File: src/rtl/arith_op_sequencer.sv
// Operand/operation sequencer for the float/fixed adder-multiplier units.
// Captures operands, launches an op, waits LAT settle cycles and registers the chosen unit's result.
module arith_op_sequencer #(
   parameter int WIDTH = 16,
   parameter int LAT   = 0
) (
   input  logic               clk,
   input  logic               rst,
   input  logic [WIDTH-1:0]   in_data,
   input  logic               in_valid,
   output logic               in_ready,
   input  logic [1:0]         op_in,
   input  logic               op_valid,
   input  logic               chain,
   output logic [WIDTH-1:0]   opa,
   output logic [WIDTH-1:0]   opb,
   output logic [1:0]         op_sel,
   input  logic [4*WIDTH-1:0] res_in,
   input  logic [15:0]        flag_in,
   output logic [WIDTH-1:0]   result,
   output logic [3:0]         flags,
   output logic [3:0]         sticky,
   input  logic               sticky_clr,
   output logic               res_valid,
   output logic               busy,
   output logic [2:0]         state
);

   typedef enum logic [2:0] {
      S_WAIT_A = 3'd0,
      S_WAIT_B = 3'd1,
      S_ARMED  = 3'd2,
      S_EXEC   = 3'd3,
      S_DONE   = 3'd4
   } state_t;

   localparam logic [3:0] LAT_CNT = 4'(LAT);

   state_t           r_state;
   logic [3:0]       r_cnt;
   logic [WIDTH-1:0] r_opa;
   logic [WIDTH-1:0] r_opb;
   logic [1:0]       r_op_sel;
   logic [WIDTH-1:0] r_result;
   logic [3:0]       r_flags;
   logic [3:0]       r_sticky;
   logic             r_res_valid;

   state_t           w_state_nxt;
   logic [3:0]       w_cnt_nxt;
   logic [WIDTH-1:0] w_opa_nxt;
   logic [WIDTH-1:0] w_opb_nxt;
   logic [1:0]       w_op_sel_nxt;
   logic [WIDTH-1:0] w_result_nxt;
   logic [3:0]       w_flags_nxt;
   logic [3:0]       w_sticky_nxt;
   logic             w_res_valid_nxt;
   logic [WIDTH-1:0] w_res_sel;
   logic [3:0]       w_flag_sel;
   logic [3:0]       w_sticky_base;

   assign w_res_sel     = res_in[WIDTH*int'(r_op_sel) +: WIDTH];
   assign w_flag_sel    = flag_in[4*int'(r_op_sel) +: 4];
   assign w_sticky_base = sticky_clr ? 4'b0000 : r_sticky;

   always_comb begin
      // NOTE: every next-value gets a default before the case so no path leaves it unassigned (no latches).
      w_state_nxt     = r_state;
      w_cnt_nxt       = r_cnt;
      w_opa_nxt       = r_opa;
      w_opb_nxt       = r_opb;
      w_op_sel_nxt    = r_op_sel;
      w_result_nxt    = r_result;
      w_flags_nxt     = r_flags;
      w_sticky_nxt    = w_sticky_base;
      w_res_valid_nxt = 1'b0;

      case (r_state)
         S_WAIT_A: begin
            if (in_valid) begin
               w_opa_nxt   = in_data;
               w_state_nxt = S_WAIT_B;
            end
         end
         S_WAIT_B: begin
            if (in_valid) begin
               w_opb_nxt   = in_data;
               w_state_nxt = S_ARMED;
            end
         end
         S_ARMED: begin
            if (op_valid) begin
               w_op_sel_nxt = op_in;
               w_cnt_nxt    = LAT_CNT;
               w_state_nxt  = S_EXEC;
            end else if (in_valid) begin
               w_opb_nxt = in_data;
            end
         end
         S_EXEC: begin
            if (r_cnt != 4'd0) begin
               w_cnt_nxt = r_cnt - 4'd1;
            end else begin
               // A clear coinciding with capture still keeps the newly captured flags.
               w_result_nxt    = w_res_sel;
               w_flags_nxt     = w_flag_sel;
               w_sticky_nxt    = w_sticky_base | w_flag_sel;
               w_res_valid_nxt = 1'b1;
               w_state_nxt     = S_DONE;
            end
         end
         S_DONE: begin
            if (in_valid) begin
               if (chain) begin
                  w_opa_nxt   = r_result;
                  w_opb_nxt   = in_data;
                  w_state_nxt = S_ARMED;
               end else begin
                  w_opa_nxt   = in_data;
                  w_state_nxt = S_WAIT_B;
               end
            end else if (op_valid) begin
               w_op_sel_nxt = op_in;
               w_cnt_nxt    = LAT_CNT;
               w_state_nxt  = S_EXEC;
            end
         end
         default: w_state_nxt = S_WAIT_A;
      endcase
   end

   // NOTE: sequential state uses non-blocking assignments so all flops update from pre-edge values.
   always_ff @(posedge clk or posedge rst) begin
      if (rst) begin
         r_state     <= S_WAIT_A;
         r_cnt       <= 4'd0;
         r_opa       <= '0;
         r_opb       <= '0;
         r_op_sel    <= 2'd0;
         r_result    <= '0;
         r_flags     <= 4'd0;
         r_sticky    <= 4'd0;
         r_res_valid <= 1'b0;
      end else begin
         r_state     <= w_state_nxt;
         r_cnt       <= w_cnt_nxt;
         r_opa       <= w_opa_nxt;
         r_opb       <= w_opb_nxt;
         r_op_sel    <= w_op_sel_nxt;
         r_result    <= w_result_nxt;
         r_flags     <= w_flags_nxt;
         r_sticky    <= w_sticky_nxt;
         r_res_valid <= w_res_valid_nxt;
      end
   end

   assign in_ready  = (r_state != S_EXEC);
   assign busy      = (r_state == S_EXEC);
   assign state     = r_state;
   assign opa       = r_opa;
   assign opb       = r_opb;
   assign op_sel    = r_op_sel;
   assign result    = r_result;
   assign flags     = r_flags;
   assign sticky    = r_sticky;
   assign res_valid = r_res_valid;

endmodule

File: config.mk
export PLATFORM = sky130hd
export DESIGN_NAME = arith_op_sequencer
export DESIGN_NICKNAME = d
export VERILOG_FILES = /design/src/rtl/arith_op_sequencer.sv
export SDC_FILE = /design/constraint.sdc
export NUM_CORES = 1
export LEC_CHECK = 0
export CAP_MARGIN = 20
export CORE_ASPECT_RATIO = 1.2
export CORE_UTILIZATION = 44
export CTS_CLUSTER_DIAMETER = 40
export DETAILED_ROUTE_END_ITERATION = 7
export GPL_TIMING_DRIVEN = 0
export PLACE_DENSITY_LB_ADDON = 0.1
export SLEW_MARGIN = 0
export SYNTH_ARGS = -nofsm -noshare
export SYNTH_HDL_FRONTEND = slang
export SYNTH_SLANG_ARGS = --single-unit
File: constraint.sdc
create_clock -name clk -period 3.9 [get_ports clk]
set_clock_uncertainty 0.05 [all_clocks]
set_input_delay 0.39 -clock clk [delete_from_list [all_inputs] [get_ports clk]]
set_output_delay 0.39 -clock clk [all_outputs]
set_load 0.03 [all_outputs]
Word level (Yosys, flattened, before mapping). Cells that the tools add are included.

Flip-flop bits (word level): 66. Bits of input ports: 104. Output and inout port bits: 64. Word-level logic and storage cells: 67.

Add/subtract/negate cells: 1. Equality and inequality tests: 13. Shifts and indexed selects: 2. Mux-type cells: 28. Bitwise logic cells: 2. Reduce and logical (&&, ||, !) cells: 12.

Operators by type and width (count): $mux 16 (7); $shiftx 64x7->16 (1); $pmux 16 s3 (1); $pmux 16 s2 (1); $mux 4 (6); $shiftx 16x5->4 (1); $mux 3 (5); $pmux 3 s5 (1); $ne 2x2->1 const B (7); $pmux 4 s3 (1); $reduce_and 3->1 (3); $eq 3x2->1 const B (2); $mux 2 (3); $reduce_bool 3->1 (2); $or 4x4->4 (1); $pmux 2 s2 (1); $reduce_and 2->1 (2); $reduce_and 4->1 (1); $reduce_bool 2->1 (2); $reduce_bool 4->1 (1); $sub 4x1->4 const B (1); $eq 3x1->1 const B (1); $eq 3x3->1 const B (1); $logic_not 3->1 (1); 4 further kinds (5).

Logic depth before layout (Yosys ltp).
Depth in word-level cells: 4. Gate-level depth with buffers: 6.

Worst setup path before layout. OpenSTA, ideal clock, no wires.

Kind: register to register. From: reg r_state[0], in the netlist state[0]. To: reg r_result[0], in the netlist result[0]. Setup time: 0.125 ns. Arrival: 1.814 ns. Required time: 3.725 ns. Slack: 1.912 ns. Cell stages (with the launch flop): 7. Buffers on the path: 2. Period minus slack after synthesis: 1.988 ns. Cells stage by stage: dfrtp_1 -> buf_4 -> nand3b_1 -> inv_2 -> nand2_2 -> buf_2 -> mux2_2.

Longest elaborated chain between the ends: 2.

Ends and longest elaborated chain: start, declared (line 39) `state_t r_state;`; start signal, assigned (line 145) `r_state <= w_state_nxt;`; $eq 3x2->1 (line 78) `case (r_state)`; $reduce_and 2->1 (no line); end signal, assigned (line 150) `r_result <= w_result_nxt;`; end, declared (line 44) `logic [WIDTH-1:0] r_result;`.

No other way between the ends. A chain may end at the register's enable or synchronous reset.

Worst setup path in the final report.
From: reg r_state[0], in the netlist state[0]. To: out busy.

Longest elaborated chain between the ends: 1.

Ends and longest elaborated chain: $eq 3x2->1 (line 158) `assign busy = (r_state == S_EXEC);`; end, declared (line 25) `output logic busy,`.

No other way between the ends.

==> out/qor.txt <==
# rows = 34
share of the synthesized area in the top cell type = 49.0%
dominant cells by area after synthesis = dfrtp_1 (49%), mux4_2 (13%), mux2_2 (11%)
Worst setup SP type = flop
hold_buf cts = 0
area of the multi-input gates = 1570 um^2
Mapped Area = 3370 um^2
later-pin clock latency in the skew report = 0.34 ns
met2 usage = 41.6%
Die W = 81.9 um
Final Hold Fails = 0
sequential fraction of the synthesis area = 49.0%
Seq pwr share = 28.2%
clock slew seen by the registers of the worst setup and hold paths = 0.08 ns
r2r setup slk = 1.81 ns
Async SR Flop Fraction = 100%
Via density = 5.42
first-pass GRT wire length = 14.3 mm
yosys warns = 0
final setup fails = 0
clk root buf = clkbuf_8
status = finished clean
Worst path max stage delay = 0.71 ns
Hold WS = 0.174 ns
antenna violations before repair = 0
IO Pins = 168
Setup Fix Bufs, Post-CTS = 0
cell count after synthesis = 254
Internal = 2.52 mW
Netlist cell types = 41
die height = 97.9 um
Total Routing Usage GR = 24.2%
WL final = 9.32 mm
critical path, cell by cell = buf_4 > nand3b_1 > inv_2 > buf_2 > clkdlybuf4s50_1
HP Class = in -> async
per-cell routed wire length = 17.7 um
Critical Path AT = 2.18 ns
layout cells sized above 1 = 21.9%
RSZ-0062 raised after global routing = false
buffer levels on the longest clock path = 2
Worst EP required = 3.46 ns
Slew Viols, Final = 0
GR peak layer = met2
Total Power = 4.35 mW
router iterations before antenna repair = 4
Post-Syn Nets = 360
area leader, netlist = dfrtp_1
die area = 8020 um^2
Tmin final = 2.62 ns
CTS tree = done
crit path kind = reg -> out
# port buffers = 166
vias in the first global route = 2960
antenna-violating nets left = 0
CTS Sinks = 66
FF+latch area = 1650 um^2
top_reg_cell synth = dfrtp_1
H-Tree Depth = 3
drt first-iter violations = 69
via count = 2860
Final nets = 539
setup_tns = 0 ns
highest-delay cell along the critical path = clkdlybuf4s50_1
Slew Limit Headroom = 53.7%
Core Area = 7320 um^2
clock power share = 12.9%
Crit. End Element = primary output
routability cong. = 0.883
Logic pwr share = 58.9%
critical path fanouts, max = 10
worst-margin pin slew = 0.694 ns
Starting Density = 46.1%
number of synthesized register bits = 66
Leak = 2.15 nW
grt ovf = 0
Max IR drop VDD = 547 uV
met1 usage = 29.2%
Max Fclk = 0.382 GHz
Area growth syn-to-layout = 59.6%
CTS resizes = 0
Pwr Density = 808 nW/um^2
GRT met3 Usage = 3.93%
worst reg2reg endpoint = result[11]
total CTS buffers = 9
DRC Markers = 0
hpwl dp = 7.17 mm
Syn Area/Cell = 13.3 um^2
Final period util = 67.1%
R2R cell count = 6
ANT cells = 0
Post-synth EDFFs = 0
sw power = 1.83 mW
worst reg2reg path startpoint = r_cnt[1]
Filler cells = 532
# Max-Cap Violations = 0
Net Sw Frac = 42.0%
largest net degree at the start of global routing = 42
-- placed cells by master, fill, tap and decap left out, types with 2 or more instances in the layout --
cell,instances
buf_6,3
clkinvlp_4,4
buf_12,2
a21oi_1,19
a21bo_2,4
nand3_1,6
mux2_4,2
mux4_2,20
inv_1,10
dfrtp_1,66
inv_2,2
nand3b_1,2
clkbuf_8,9
and3b_1,2
clkinv_2,2
buf_2,8
ha_1,2
mux2_2,32
o221ai_1,2
nor3b_1,2
clkdlybuf4s50_1,166
o21ai_0,7
nor2_1,18
buf_4,2
or3_1,2
clkbuf_1,4
nand2b_1,2
mux2i_1,17
a31oi_1,3
-- stage by stage --
| step | setup slack [ns] | util [%] | instance area (um^2) | instances |
|---|---|---|---|---|
| final | 1.28 | 73.5 | 5380 | 528 |
| after floorplan | 1.81 | - | 3370 | 254 |
| after global placement | 0.634 | 70.3 | 5150 | 510 |
| after CTS | 1.28 | 73.5 | 5380 | 528 |
| after global routing | 1.14 | 73.5 | 5380 | 528 |
| after detailed placement | 1.48 | 70.9 | 5190 | 512 |
-- worst max-delay path: cells and delay by family (launching register included) --
kind | cells | cell delay (ns)
buffers and inverters | 4 | 1.25
DFF | 1 | 0.41
and+or+nand+nor | 1 | 0.18
-- Yosys cell counts (2+ instances only) --
| cell type | instances |
|---|---|
| a21bo_2 | 4 |
| a21oi_1 | 19 |
| a31oi_1 | 3 |
| and3b_1 | 2 |
| buf_2 | 8 |
| buf_4 | 2 |
| buf_6 | 3 |
| clkbuf_1 | 4 |
| dfrtp_1 | 66 |
| ha_1 | 2 |
| inv_1 | 11 |
| mux2_2 | 32 |
| mux2_4 | 2 |
| mux2i_1 | 17 |
| mux4_2 | 20 |
| nand2b_1 | 2 |
| nand3_1 | 6 |
| nand3b_1 | 2 |
| nor2_1 | 18 |
| nor3b_1 | 2 |
| o21ai_0 | 7 |
| o221ai_1 | 2 |
| or3_1 | 2 |
-- metal layers --
metal | up-vias | wire, um
li1 | 1299 | -
met1 | 1412 | 3600
met2 | 131 | 4900
met3 | 18 | 566
met4 | 0 | 249
met5 | - | 0
-- sequential cells by signal (all words and copies together), names as in the netlist --
register	count
result	16
op_sel	2
res_valid	1
sticky	4
r_cnt	4
state	3
opb	16
flags	4
opa	16
-- worst max path at each step --
stage,from,endpoint,depth (start not counted)
after global placement,rst,result[5],2
final,state[0],busy,5
after CTS,state[0],busy,5
after global routing,state[0],busy,5
after floorplan,rst,flags[0],1
after detailed placement,chain,opb[9],5
-- power by group through the flow --
| stage | Combinational, mW | Clock, mW | Sequential (mW) |
|---|---|---|---|
| 2_1_floorplan | 0.966 | 0 | 1.82 |
| 3_3_place_gp | 2.54 | 0 | 1.22 |
| 3_5_place_dp | 2.58 | 0 | 1.24 |
| 4_1_cts | 2.58 | 0.573 | 1.23 |
| 5_1_grt | 2.70 | 0.596 | 1.27 |
| 6_report | 2.56 | 0.560 | 1.23 |
-- cell families (layout without fill, tap and decap cells) --
| group | count (synthesis) | after routing | share of synthesized area (%) |
|---|---|---|---|
| AOI/OAI and AO/OA | 45 | 45 | 8.94 |
| adders and majority gates | 2 | 2 | 0.742 |
| buffers and inverters | 29 | 213 | 4.42 |
| DFF | 66 | 66 | 49.0 |
| muxes | 71 | 71 | 30.0 |
| and+or+nand+nor | 41 | 41 | 6.94 |
-- cell type report --
type | count | share of cell area, %
repair buffers | 168 | 31.6
flip-flops and latches | 66 | 30.7
multi-input cells | 159 | 29.2
clock buffers | 9 | 2.30
well taps | 90 | 2.09
plain buffers | 17 | 1.93
clock inverters | 7 | 1.30
inverters | 12 | 0.837
No activity file was read; power rests on OpenSTA's default activity.
